## config.mk

```make
export PLATFORM = sky130hd
export DESIGN_NAME = sign_ext
export DESIGN_NICKNAME = d
export VERILOG_FILES = /design/src/rtl/sign_ext.sv
export SDC_FILE = /design/constraint.sdc
export NUM_CORES = 1
export LEC_CHECK = 0
export ABC_AREA = 1
export CORE_MARGIN = 5
export CORE_UTILIZATION = 28
export CTS_BUF_LIST = sky130_fd_sc_hd__clkbuf_8 sky130_fd_sc_hd__clkbuf_16
export CTS_CLUSTER_DIAMETER = 150
export DETAILED_ROUTE_END_ITERATION = 12
export PLACE_DENSITY = 0.72
export SLEW_MARGIN = 20
export SYNTH_ARGS = -nofsm -noshare
export SYNTH_HDL_FRONTEND = slang
export SYNTH_SLANG_ARGS = --single-unit
```

## constraint.sdc

```tcl
create_clock -name i_clk -period 1.7 [get_ports i_clk]
set_input_delay 0.255 -clock i_clk [delete_from_list [all_inputs] [get_ports i_clk]]
set_output_delay 0.255 -clock i_clk [all_outputs]
set_load 0.02 [all_outputs]
```

## src/rtl/sign_ext.sv

```systemverilog
// Two's-complement sign extender, N -> M bits, with combinational and registered outputs.
// Behavioral and structural extensions are built side by side and compared for o_mismatch.

module sign_ext_behavioral #(
  parameter int unsigned N = 12,
  parameter int unsigned M = 32
) (
  input  logic [N-1:0] data_i,
  output logic [M-1:0] data_o
);

  assign data_o = M'(signed'(data_i));

endmodule

module sign_ext_structural #(
  parameter int unsigned N = 12,
  parameter int unsigned M = 32
) (
  input  logic [N-1:0] data_i,
  output logic [M-1:0] data_o
);

  // Pure wiring: low bits pass through, upper bits copy the sign bit.
  for (genvar k = 0; k < M; k++) begin : g_bit
    if (k < N) begin : g_pass
      assign data_o[k] = data_i[k];
    end else begin : g_sign
      assign data_o[k] = data_i[N-1];
    end
  end

endmodule

module sign_ext #(
  parameter int unsigned N = 12,
  parameter int unsigned M = 32
) (
  input  logic         i_clk,
  input  logic         i_rst,
  input  logic [N-1:0] i_data,
  input  logic         i_valid,
  output logic [M-1:0] o_data,
  output logic [M-1:0] o_data_q,
  output logic         o_valid,
  output logic         o_mismatch
);

  if (N < 1 || M < N) begin : g_bad_param
    $fatal(1, "sign_ext: illegal widths N=%0d M=%0d", N, M);
  end

  logic [M-1:0] beh_data;
  logic [M-1:0] str_data;

  sign_ext_behavioral #(
    .N(N),
    .M(M)
  ) u_beh (
    .data_i(i_data),
    .data_o(beh_data)
  );

  sign_ext_structural #(
    .N(N),
    .M(M)
  ) u_str (
    .data_i(i_data),
    .data_o(str_data)
  );

  assign o_data     = beh_data;
  assign o_mismatch = (beh_data != str_data);

  logic [M-1:0] data_d, data_q;
  logic         valid_d, valid_q;

  always_comb begin
    data_d  = data_q;
    valid_d = i_valid;
    if (i_valid) begin
      data_d = beh_data;
    end
  end

  always_ff @(posedge i_clk) begin
    if (i_rst) begin
      data_q  <= '0;
      valid_q <= 1'b0;
    end else begin
      data_q  <= data_d;
      valid_q <= valid_d;
    end
  end

  assign o_data_q = data_q;
  assign o_valid  = valid_q;

endmodule

```

==> flow_metrics.env <==
export IMPL_grt_max_degree=26
export IMPL_setup_tns_ps=0
export IMPL_start_util=0.2850
export IMPL_ir_drop_uv=495.6
export IMPL_crit_path_end_kind="primary output"
export IMPL_wl_per_cell_um=9.533
export IMPL_coreArea_um2=3311
export IMPL_drt_iter0_markers=14
export IMPL_first_pass_iters=2
export IMPL_die_w_um=68.05
export IMPL_die_area_um2=4630
export IMPL_drive_above_1_share=0.04268
export IMPL_skew_ps=0
export IMPL_worstReg2RegEnd="o_data_q[11]"
export IMPL_cts_root_buf="clkbuf_8"
export IMPL_path_cells="buf_4 -> clkdlybuf4s50_1"
export IMPL_synth_distinct_cells=8
export IMPL_hp_class="reg2reg"
export IMPL_rr_startpoint="o_data_q[11]"
export IMPL_yosysSeqAreaShare=0.2759
export IMPL_yosysWarningCount=0
export IMPL_hold_viol_final=0
export IMPL_maxCapViolations=0
export IMPL_drcViolationCount=0
export IMPL_synth_xor_area_frac=0
export IMPL_syn_num_nets=149
export IMPL_cts_buffer_depth=2
export IMPL_min_to="o_data_q[4]"
export IMPL_grt_total_usage=0.08773
export IMPL_antenna_found_initial=0
export IMPL_diodes=0
export IMPL_total_power_mw=0.9737
export IMPL_r2r_slack_ps=980
export IMPL_synthMuxAreaShare=0
export IMPL_critical_path_class="reg2out"
export IMPL_outcome="finished, final reports clean"
export IMPL_synth_top_family_by_area="buffers and inverters"
export IMPL_worstPathRequired_ps=1440
export IMPL_synth_area_per_cell_um2=7.040
export IMPL_min_path_cells=2
export IMPL_grt_overflow=0
export IMPL_placed_cells=206
export IMPL_fin_crit_sh=0.9556
export IMPL_utilization=0.4327
export IMPL_grt_pass1_wl_um=3091
export IMPL_drv_slew=0
export IMPL_synthSimpleGateAreaFrac=0.1950
export IMPL_clk_latency_ps=230
export IMPL_cts_buffers=3
export IMPL_fmax_mhz=615.5
export IMPL_io_pins=81
export IMPL_min_period_ps=1625
export IMPL_synth_seq_cells=13
export IMPL_htreeDepth=1
export IMPL_nets=180
export IMPL_path_clk_slew_ps=50
export IMPL_layout_cells_non_filler=210
export IMPL_synth_compound_area_frac=0
export IMPL_antenna_left=0
export IMPL_wl_um=2002
export IMPL_netlist_area_um2=943.4
export IMPL_critPathTopFamily="buffers and inverters"
export IMPL_syn_inst=134
export IMPL_p_leak_nw=0.8748
export IMPL_cts_tree="done"
export IMPL_path_buf_inv=2
export IMPL_synthAdderAreaFrac=0
export IMPL_hp_start="o_data_q[4]"
export IMPL_r2r_cells=3
export IMPL_numPortBuffers=79
export IMPL_powerDensity_nw_per_um2=679.6
export IMPL_grt_pass1_vias=679
export IMPL_cp_arrival_ps=1370
export IMPL_place_gp_congestion=0.5998
export IMPL_clkSinkCount=13
export IMPL_critPathMaxStageDelay_ps=640
export IMPL_post_cts_buffers=0
export IMPL_die_h_um=68.05
export IMPL_crit_path_max_fanout=22
export IMPL_start_kind="flop"
export IMPL_rsz0062_at_grt="false"
export IMPL_placementRows=21
export IMPL_setup_violations=0
export IMPL_routed_via_density=3.410
export IMPL_crit_slowest_cell="clkdlybuf4s50_1"
export IMPL_dp_hpwl_um=1564
export IMPL_vias=716
export IMPL_area_delta_synth_final_pct=51.86
==> power by group <==
group / internal [mW] / leakage [nW] / switching (mW) / total (mW)
clock: 0.158 / 0.0269 / 0.0968 / 0.255
sequential: 0.326 / 0.108 / 0.00870 / 0.335
combinational: 0.178 / 0.740 / 0.206 / 0.383
total: 0.663 / 0.875 / 0.311 / 0.974
==> how the worst max path moves through the flow <==
stage,endpoint,slack (ps),cells past startpoint,startpoint
final,o_data_q[14],80,2,o_data_q[11]
after global routing,o_data_q[22],3,2,o_data_q[11]
after CTS,o_data_q[20],30,2,o_data_q[11]
after detailed placement,o_data[26],-70,3,i_data[11]
after global placement,o_data[20],-60,3,i_data[11]
after floorplan,o_data_q[12],450,1,o_data_q[11]
==> sequential cells by signal (all words and copies together) (netlist names) <==
signal	count
o_data_q	12
o_valid	1
==> repair_timing <==
| item | in CTS | in global routing |
|---|---|---|
| hold buffers | 0 | 0 |
| endpoints found under the setup margin | 21 | 21 |
| hold endpoints to repair | 0 | 0 |
| cloned | 0 | 0 |
| gates resized for setup | 21 | 14 |
==> synthesized netlist by cell type (all sizes together) <==
cell / count / share of area
buf: 57 / 0.47
nor2: 25 / 0.099
nand2: 24 / 0.095
inv: 14 / 0.056
dfxtp: 13 / 0.28
conb: 1 / 0.0040
==> cell usage in the layout (no fill, tap or decap) <==
master,count
nand2_1,24
inv_1,15
clkbuf_8,3
buf_4,4
clkdlybuf4s50_1,44
dfxtp_1,13
dlymetal6s2s_1,14
nor2_1,25
dlygate4sd2_1,21
conb_1,1
==> cell families after synthesis <==
group | count (synthesis)
buffers and inverters | 71
AND/OR/NAND/NOR | 49
flip-flops | 13
other | 1
==> cell type report <==
| cell class | count | area [um^2] |
|---|---|---|
| Clock inverter | 1 | 3.754 |
| Fill cell | 347 | 1878 |
| Sequential cell | 13 | 260.3 |
| Inverter | 14 | 52.55 |
| Clock buffer | 3 | 41.29 |
| Timing Repair Buffer | 83 | 829.5 |
| Tap cell | 46 | 57.56 |
| Multi-Input combinational cell | 50 | 187.7 |
==> per-layer routing <==
layer  vias up  track usage  wire, um
met5         -            0         0
met3         2      0.03941       197
li1        393            -         -
met1       282      0.09136       789
met2        39       0.1552       987
met4         0      0.02978        27
==> worst reg2reg max path, cell delays in order (launching register included) <==
cell and delay [ps]:
dfxtp_1 290, buf_4 180, nor2_1 100, nor2_1 50
==> per-stage QoR <==
step	setup slack, ps	instance area (um^2)	hold WS, ps
3_3_place_gp	-61.87	1379	455.8
5_1_grt	2.565	1433	500.2
4_1_cts	27.55	1398	470.8
6_report	75.42	1433	468.3
2_1_floorplan	451.1	943.4	326.3
3_5_place_dp	-74.45	1379	463.3
No activity file was read; power rests on OpenSTA's default activity.
